===== src/rtl/uart_pkg.sv =====
// Shared constants, state types and byte-select helper for the UART loopback slice.
package uart_pkg;

  localparam int CLK_FREQ = 50_000_000;
  localparam int BAUD     = 115_200;
  localparam int BAUD_DIV = CLK_FREQ / BAUD;
  localparam int HALF_DIV = BAUD_DIV / 2;
  localparam int NBYTES   = 8;

  // The TX FSM is split: IDLE/LOAD/NEXT live in the byte sequencer,
  // IDLE/START/DATA/STOP in the serialiser.
  typedef enum logic [2:0] {
    TX_IDLE,
    TX_LOAD,
    TX_START,
    TX_DATA,
    TX_STOP,
    TX_NEXT
  } tx_state_t;

  typedef enum logic [1:0] {
    RX_IDLE,
    RX_START,
    RX_DATA,
    RX_STOP
  } rx_state_t;

  // Byte idx of a 64-bit word, MSB byte first: bits [63-8*idx -: 8].
  function automatic logic [7:0] byte_sel(input logic [63:0] word, input logic [2:0] idx);
    return word[{~idx, 3'b111} -: 8];
  endfunction

endpackage


===== src/rtl/uart_tx.sv =====
// 8N1 byte serialiser. A new byte is accepted while idle or in the last
// cycle of the stop bit, so consecutive frames run with no idle gap.
//
// state    | meaning
// ---------+------------------------------------------
// TX_IDLE  | line held at 1, waiting for start
// TX_START | start bit (0) for BAUD_DIV cycles
// TX_DATA  | 8 data bits, LSB first, BAUD_DIV cycles each
// TX_STOP  | stop bit (1); last cycle raises done/ready
module uart_tx
  import uart_pkg::*;
#(
  parameter int BAUD_DIV = uart_pkg::BAUD_DIV
) (
  input  logic       clk,
  input  logic       rst_n,
  input  logic       start,
  input  logic [7:0] data,
  output logic       line,
  output logic       busy,
  output logic       ready,
  output logic       done
);

  localparam int TW = $clog2(BAUD_DIV);
  localparam logic [TW-1:0] BIT_LAST = TW'(BAUD_DIV - 1);

  tx_state_t     state, state_nx;
  logic [TW-1:0] timer, timer_nx;
  logic [2:0]    bit_idx, bit_idx_nx;
  logic [7:0]    shreg, shreg_nx;
  logic          line_nx;
  logic          tc;

  assign tc    = (timer == '0);
  assign done  = (state == TX_STOP) && tc;
  assign ready = (state == TX_IDLE) || done;
  assign busy  = (state != TX_IDLE);

  // State, bit timer, shift register and registered line output.
  always_ff @(posedge clk or negedge rst_n) begin
    if (!rst_n) begin
      state   <= TX_IDLE;
      timer   <= '0;
      bit_idx <= '0;
      shreg   <= '0;
      line    <= 1'b1;
    end else begin
      state   <= state_nx;
      timer   <= timer_nx;
      bit_idx <= bit_idx_nx;
      shreg   <= shreg_nx;
      line    <= line_nx;
    end
  end

  // Next-state: count down each bit, advance on terminal count.
  always_comb begin
    state_nx   = state;
    timer_nx   = tc ? timer : timer - TW'(1);
    bit_idx_nx = bit_idx;
    shreg_nx   = shreg;
    line_nx    = line;
    case (state)
      TX_IDLE: line_nx = 1'b1;
      TX_START: begin
        if (tc) begin
          state_nx   = TX_DATA;
          timer_nx   = BIT_LAST;
          line_nx    = shreg[0];
          shreg_nx   = {1'b0, shreg[7:1]};
          bit_idx_nx = '0;
        end
      end
      TX_DATA: begin
        if (tc) begin
          timer_nx = BIT_LAST;
          if (bit_idx == 3'd7) begin
            state_nx = TX_STOP;
            line_nx  = 1'b1;
          end else begin
            line_nx    = shreg[0];
            shreg_nx   = {1'b0, shreg[7:1]};
            bit_idx_nx = bit_idx + 3'd1;
          end
        end
      end
      TX_STOP: begin
        if (tc) begin
          state_nx = TX_IDLE;
          line_nx  = 1'b1;
        end
      end
      default: state_nx = TX_IDLE;
    endcase
    if (start && ready) begin
      state_nx = TX_START;
      timer_nx = BIT_LAST;
      shreg_nx = data;
      line_nx  = 1'b0;
    end
  end

endmodule


===== src/rtl/uart_loopback_top.sv =====
// UART loopback top: sequences a 64-bit word out as 8 back-to-back 8N1
// frames (MSB byte first) and deserialises the looped-back line into
// data_out_64. Optional macro TOP_EDGE_START_EN: start a burst only on a
// rising edge of manual_start instead of while it is held high.
//
// state    | meaning
// ---------+----------------------------------------------------
// TX_IDLE  | sequencer waiting for a start request
// TX_LOAD  | byte byte_cnt offered to uart_tx until it is accepted
// TX_NEXT  | advance byte_cnt, or wait for the last frame to end
// RX_IDLE  | waiting for a 1->0 transition on the line
// RX_START | mid start-bit check, false start returns to idle
// RX_DATA  | sampling 8 data bits, LSB first
// RX_STOP  | stop-bit sample: accept byte or drop the partial word
module uart_loopback_top
  import uart_pkg::*;
#(
  parameter int CLK_FREQ = uart_pkg::CLK_FREQ,
  parameter int BAUD     = uart_pkg::BAUD
) (
  input  logic        clk,
  input  logic        rst_n,
  input  logic        manual_start,
  input  logic [63:0] data_in_64,
  output logic [63:0] data_out_64
);

  localparam int BAUD_DIV = CLK_FREQ / BAUD;
  localparam int HALF_DIV = BAUD_DIV / 2;
  localparam int TW       = $clog2(BAUD_DIV);
  localparam logic [TW-1:0] BIT_LAST = TW'(BAUD_DIV - 1);
  // Sampling one cycle before the half point keeps the sample centred
  // once the line-edge register delay is included.
  localparam logic [TW-1:0] HALF_LD  = TW'(HALF_DIV - 2);

  logic start_req;

`ifdef TOP_EDGE_START_EN
  logic start_q;

  // Previous manual_start, for rising-edge detection.
  always_ff @(posedge clk or negedge rst_n) begin
    if (!rst_n) start_q <= 1'b0;
    else        start_q <= manual_start;
  end

  assign start_req = manual_start & ~start_q;
`else
  assign start_req = manual_start;
`endif

  tx_state_t   seq, seq_nx;
  logic [2:0]  byte_cnt, byte_cnt_nx;
  logic [63:0] tx_buf, tx_buf_nx;
  logic        tx_start, tx_busy, tx_ready, tx_done, tx_line;
  logic [7:0]  tx_byte;
  logic        rx_line;

  assign rx_line = tx_line;
  assign tx_byte = byte_sel(tx_buf, byte_cnt);

  uart_tx #(
    .BAUD_DIV(BAUD_DIV)
  ) u_tx (
    .clk   (clk),
    .rst_n (rst_n),
    .start (tx_start),
    .data  (tx_byte),
    .line  (tx_line),
    .busy  (tx_busy),
    .ready (tx_ready),
    .done  (tx_done)
  );

  // Byte sequencer registers.
  always_ff @(posedge clk or negedge rst_n) begin
    if (!rst_n) begin
      seq      <= TX_IDLE;
      byte_cnt <= '0;
      tx_buf   <= '0;
    end else begin
      seq      <= seq_nx;
      byte_cnt <= byte_cnt_nx;
      tx_buf   <= tx_buf_nx;
    end
  end

  // Sequencer next-state: the next byte is queued as soon as the current
  // frame starts, so uart_tx can chain it at the end of the stop bit.
  always_comb begin
    seq_nx      = seq;
    byte_cnt_nx = byte_cnt;
    tx_buf_nx   = tx_buf;
    tx_start    = 1'b0;
    case (seq)
      TX_IDLE: begin
        if (start_req && !tx_busy) begin
          tx_buf_nx   = data_in_64;
          byte_cnt_nx = '0;
          seq_nx      = TX_LOAD;
        end
      end
      TX_LOAD: begin
        tx_start = 1'b1;
        if (tx_ready) seq_nx = TX_NEXT;
      end
      TX_NEXT: begin
        if (byte_cnt == 3'(NBYTES - 1)) begin
          if (tx_done) seq_nx = TX_IDLE;
        end else begin
          byte_cnt_nx = byte_cnt + 3'd1;
          seq_nx      = TX_LOAD;
        end
      end
      default: seq_nx = TX_IDLE;
    endcase
  end

  rx_state_t     rx_state, rx_state_nx;
  logic [TW-1:0] rx_timer, rx_timer_nx;
  logic [2:0]    rx_bit, rx_bit_nx;
  logic [7:0]    rx_byte, rx_byte_nx;
  logic [55:0]   rx_acc, rx_acc_nx;
  logic [2:0]    rx_cnt, rx_cnt_nx;
  logic [63:0]   data_out_nx;
  logic          line_q;
  logic          rx_tc;

  assign rx_tc = (rx_timer == '0);

  // Deserialiser registers, line history and the output word.
  always_ff @(posedge clk or negedge rst_n) begin
    if (!rst_n) begin
      rx_state    <= RX_IDLE;
      rx_timer    <= '0;
      rx_bit      <= '0;
      rx_byte     <= '0;
      rx_acc      <= '0;
      rx_cnt      <= '0;
      data_out_64 <= '0;
      line_q      <= 1'b1;
    end else begin
      rx_state    <= rx_state_nx;
      rx_timer    <= rx_timer_nx;
      rx_bit      <= rx_bit_nx;
      rx_byte     <= rx_byte_nx;
      rx_acc      <= rx_acc_nx;
      rx_cnt      <= rx_cnt_nx;
      data_out_64 <= data_out_nx;
      line_q      <= rx_line;
    end
  end

  // Deserialiser next-state; only a complete 8-byte word reaches data_out_64.
  always_comb begin
    rx_state_nx = rx_state;
    rx_timer_nx = rx_tc ? rx_timer : rx_timer - TW'(1);
    rx_bit_nx   = rx_bit;
    rx_byte_nx  = rx_byte;
    rx_acc_nx   = rx_acc;
    rx_cnt_nx   = rx_cnt;
    data_out_nx = data_out_64;
    case (rx_state)
      RX_IDLE: begin
        if (line_q && !rx_line) begin
          rx_state_nx = RX_START;
          rx_timer_nx = HALF_LD;
        end
      end
      RX_START: begin
        if (rx_tc) begin
          if (rx_line) begin
            rx_state_nx = RX_IDLE;
          end else begin
            rx_state_nx = RX_DATA;
            rx_timer_nx = BIT_LAST;
            rx_bit_nx   = '0;
          end
        end
      end
      RX_DATA: begin
        if (rx_tc) begin
          rx_byte_nx  = {rx_line, rx_byte[7:1]};
          rx_timer_nx = BIT_LAST;
          if (rx_bit == 3'd7) rx_state_nx = RX_STOP;
          else                rx_bit_nx   = rx_bit + 3'd1;
        end
      end
      RX_STOP: begin
        if (rx_tc) begin
          rx_state_nx = RX_IDLE;
          if (!rx_line) begin
            rx_cnt_nx = '0;
            rx_acc_nx = '0;
          end else if (rx_cnt == 3'(NBYTES - 1)) begin
            data_out_nx = {rx_acc, rx_byte};
            rx_acc_nx   = {rx_acc[47:0], rx_byte};
            rx_cnt_nx   = '0;
          end else begin
            rx_acc_nx = {rx_acc[47:0], rx_byte};
            rx_cnt_nx = rx_cnt + 3'd1;
          end
        end
      end
      default: rx_state_nx = RX_IDLE;
    endcase
  end

endmodule


===== config.mk =====
export PLATFORM = sky130hd
export DESIGN_NAME = uart_loopback_top
export DESIGN_NICKNAME = d
export VERILOG_FILES = /design/src/rtl/uart_pkg.sv /design/src/rtl/uart_tx.sv /design/src/rtl/uart_loopback_top.sv
export SDC_FILE = /design/constraint.sdc
export NUM_CORES = 1
export LEC_CHECK = 0
export CORE_MARGIN = 4
export CORE_UTILIZATION = 52
export CTS_BUF_LIST = sky130_fd_sc_hd__clkbuf_2 sky130_fd_sc_hd__clkbuf_4 sky130_fd_sc_hd__clkbuf_8
export CTS_CLUSTER_DIAMETER = 60
export CTS_CLUSTER_SIZE = 10
export DETAILED_ROUTE_END_ITERATION = 16
export GPL_TIMING_DRIVEN = 0
export PLACE_DENSITY = 0.86
export SYNTH_ARGS = -nofsm -noshare
export SYNTH_HDL_FRONTEND = slang
export SYNTH_SLANG_ARGS = --single-unit

===== constraint.sdc =====
create_clock -name clk -period 6.2 [get_ports clk]
set_input_delay 1.24 -clock clk [delete_from_list [all_inputs] [get_ports clk]]
set_output_delay 1.24 -clock clk [all_outputs]
set_load 0.01 [all_outputs]

==> results.toml <==
[worst_setup_path]
crit_buf_inv = 1
critPathTopFamily = "buffers and inverters"
r2r_setup_slack_ns = 3.76
crit_path_max_fanout = 2
slowest_delay_ns = 0.56
r2r_end = "rx_timer[0]$_DFF_PN0_"
path_class = "reg -> out"
end_kind = "primary output"
r2r-start = "rx_timer[0]$_DFF_PN0_"
cp-start-kind = "register"
reg2reg_depth = 9
critical-path-slowest-cell = "clkdlybuf4s50_1"
worstPathRequired_ns = 4.96
cp_data_arrival_time_ns = 1.51
worstPathCellList = "clkdlybuf4s50_1"

[worst_hold_path]
min_path_cells = 0
hp-start = "u_tx.line$_DFFE_PN1P_"
whs_endpoint = "line_q$_DFF_PN1_"
hold_class = "reg -> reg"

[finish]
drive_gt1_share_pct = 21.7
insertedDiodeCount = 0
finalInstanceArea_um2 = 12400
nNetsFinal = 1063
post-route-util_pct = 63.8
syn2layout_area_growth_pct = 20.9

[floorplanning]
fp.dieH_um = 149
fp.coreArea_um2 = 19500
row_count = 51
start_util_pct = 52.8
dieArea_um2 = 22100
die_w_um = 149
io_pins = 131

[power]
p_switching_mw = 1.01
switching_share_pct = 29.0
pwr-share-seq_pct = 52.4
peakVddDrop_v = 0.000192
p_clk_share_pct = 29.1
p_int_mw = 2.47
p_leak_nw = 5.54
p_comb_share_pct = 18.5
powerDensity_nw_per_um2 = 280

[place]
placed_cell_area_um2 = 11900
dp_slack_ns = 3.20
dp_hpwl_um = 16500
gp_congestion = 0.916
port_buffers = 130

[detailed_routing]
routedWlPerCell_um = 18.4
drc = 0
wl_met1_um = 9830
viasPerCell = 5.59
via_count = 7032
top_layer = "met4"
drtIter0Drc = 485
route.met3.wl_um = 1220
dr.pass1.iters = 5
dr_wl_met2_um = 11500
totalWireLength_um = 23200
final_antenna_net_count = 0

[outcome]
outcome = "complete, no violations"

[timing]
fin_hold_ws_ns = 0.414
slew_headroom_pct = 44.3
fmaxAchievable_mhz = 364
worst_pin_slew_ns = 0.836
setup_ws_ns = 3.45
slew_viol_final = 0
hold_viol = 0
finClkSkew_ns = 0.00910
rsz0062_at_grt = "no"
period_share_pct = 44.3
fin_crit_ns = 2.75
setup_viol = 0

[clocking]
cts_tree = "done"
clock_latency_ns = 0.56
clockRootBuffer = "clkbuf_8"
cts_num_sinks = 239
clk_pin_slew_ns = 0.07
cts_resized = 0
clock_path_buffers = 3
hold_buffers = 0
numCtsBuffers = 28
cts.htree.levels = 1
cts_setup_buffers = 0

[synthesis]
syn-num-nets = 902
async_reset_ff_share_pct = 100
yosysWarnings = 0
synth_cells = 822
netlist_top_cells_area = "dfrtp_1 (58%), mux2_2 (15%), nand2_1 (4.9%)"
synth_edf_count = 0
yosys.area.top_type = "dfrtp_1"
ys_types = 55
synth_top_flop_cell = "dfrtp_1"
avgSynthCellArea_um2 = 12.5
yosys.area.top_type_share_pct = 57.7
synth-seq-cells = 239
ys_seq_area_share_pct = 58.3
synth_area_um2 = 10300

[job]
max-cap-violations = 0

[grt]
grt_pass1_wl_um = 38500
overflow = 0
grt_max_degree = 127
antenna_found_initial = 0
grt_use_total_pct = 21.5
grt_pass1_vias = 7490
-- power groups by stage --
stage / combinational (mW) / clock (mW) / sequential (mW)
after floorplan: 0.449 / 0 / 1.81
after global placement: 0.612 / 0 / 1.84
after detailed placement: 0.640 / 0 / 1.85
after CTS: 0.643 / 1.03 / 1.82
after global routing: 0.714 / 1.09 / 1.85
final: 0.643 / 1.01 / 1.82
-- Yosys cell counts, drive strengths merged (4+ instances only) --
cell type / count
nor3: 13
ha: 13
o31ai: 5
a221o: 5
o21ai: 74
mux2i: 12
inv: 11
o211ai: 5
nor4: 5
nand2b: 9
a21o: 4
nand3: 12
nand4: 5
mux2: 138
nor2: 16
nand2: 133
nor4b: 4
dfrtp: 237
buf: 20
a21oi: 13
clkbuf: 25
mux4: 16
-- cell families (layout without fill, tap and decap cells) --
logic type / count (synthesis) / count (layout) / synth area share [%]
AND/OR/NAND/NOR: 218 / 218 / 10.1
AO/OA/AOI/OAI: 130 / 130 / 7.60
buffers and inverters: 56 / 227 / 2.63
multiplexers: 166 / 166 / 19.8
adder cells (fa/ha/maj): 13 / 13 / 1.58
flip-flops: 239 / 239 / 58.3
-- worst register-to-register path, delay by kind of cell, from the launching register on --
family | cells | cell delay, ns
flip-flops | 1 | 0.42
adder cells (fa/ha/maj) | 2 | 0.54
AND/OR/NAND/NOR | 2 | 0.73
buffers and inverters | 2 | 0.28
AO/OA/AOI/OAI | 3 | 0.43
-- registers in the layout, summed over array words and instances, names as in the netlist, 3 cells and up, named ones only --
register	count
data_out_64	64
tx_buf	64
rx_acc	56
rx_timer	9
u_tx.timer	9
rx_byte	8
u_tx.shreg	8
byte_cnt	3
rx_bit	3
rx_cnt	3
u_tx.bit_idx	3
u_tx.state	3
-- worst max-delay path by stage --
stage                                        end                         from  slack (ns)  cells past startpoint
after floorplan           tx_buf[32]$_DFFE_PN0P_                 manual_start        3.97                      4
after CTS                        data_out_64[31]  data_out_64[31]$_DFFE_PN0P_        3.43                      1
final                            data_out_64[31]  data_out_64[31]$_DFFE_PN0P_        3.45                      1
after global placement    tx_buf[52]$_DFFE_PN0P_                        rst_n       -5.91                      1
after global routing             data_out_64[26]  data_out_64[26]$_DFFE_PN0P_        3.41                      1
after detailed placement  tx_buf[51]$_DFFE_PN0P_                 manual_start        3.20                      5
-- area by class of cell --
class,count,area [µm²]
buffer,45,229
timing repair buffer,131,1330
clock inverter,2,15.0
tap,265,332
inverter,11,41.3
sequential,239,5980
multi-input combinational,527,4020
fill,1458,7050
clock buffer,38,467
-- layout by cell type (no fill, tap or decap), drive strengths merged, types with 4 or more instances in the layout --
cell type	synthesis	layout
clkbuf	25	63
nor4	5	5
o21ai	74	74
o211ai	5	5
nor4b	4	4
a21oi	13	13
nor2	16	16
nand2	133	133
ha	13	13
a221o	5	5
clkdlybuf4s50	0	129
nor3	13	13
nand4	5	5
mux2i	12	12
mux4	16	16
nand3	12	12
o31ai	5	5
buf	20	22
a21o	4	4
inv	11	11
dfrtp	237	237
mux2	138	138
nand2b	9	9
-- per-stage QoR --
| step | setup TNS (ns) | total power, mW | std cells |
|---|---|---|---|
| final | 0 | 3.48 | 1258 |
| after floorplan | 0 | 2.26 | 822 |
| after CTS | 0 | 3.49 | 1258 |
| after detailed placement | 0 | 2.49 | 1218 |
| after global placement | -1401.99 | 2.45 | 1217 |
| after global routing | 0 | 3.65 | 1258 |
-- metal layers --
| layer | track usage [%] | vias up |
|---|---|---|
| met5 | 0 | - |
| met3 | 3.66 | 49 |
| met1 | 29.2 | 3551 |
| met4 | 6.14 | 0 |
| met2 | 36.0 | 201 |
| li1 | - | 3231 |
No activity file was read; power rests on OpenSTA's default activity.
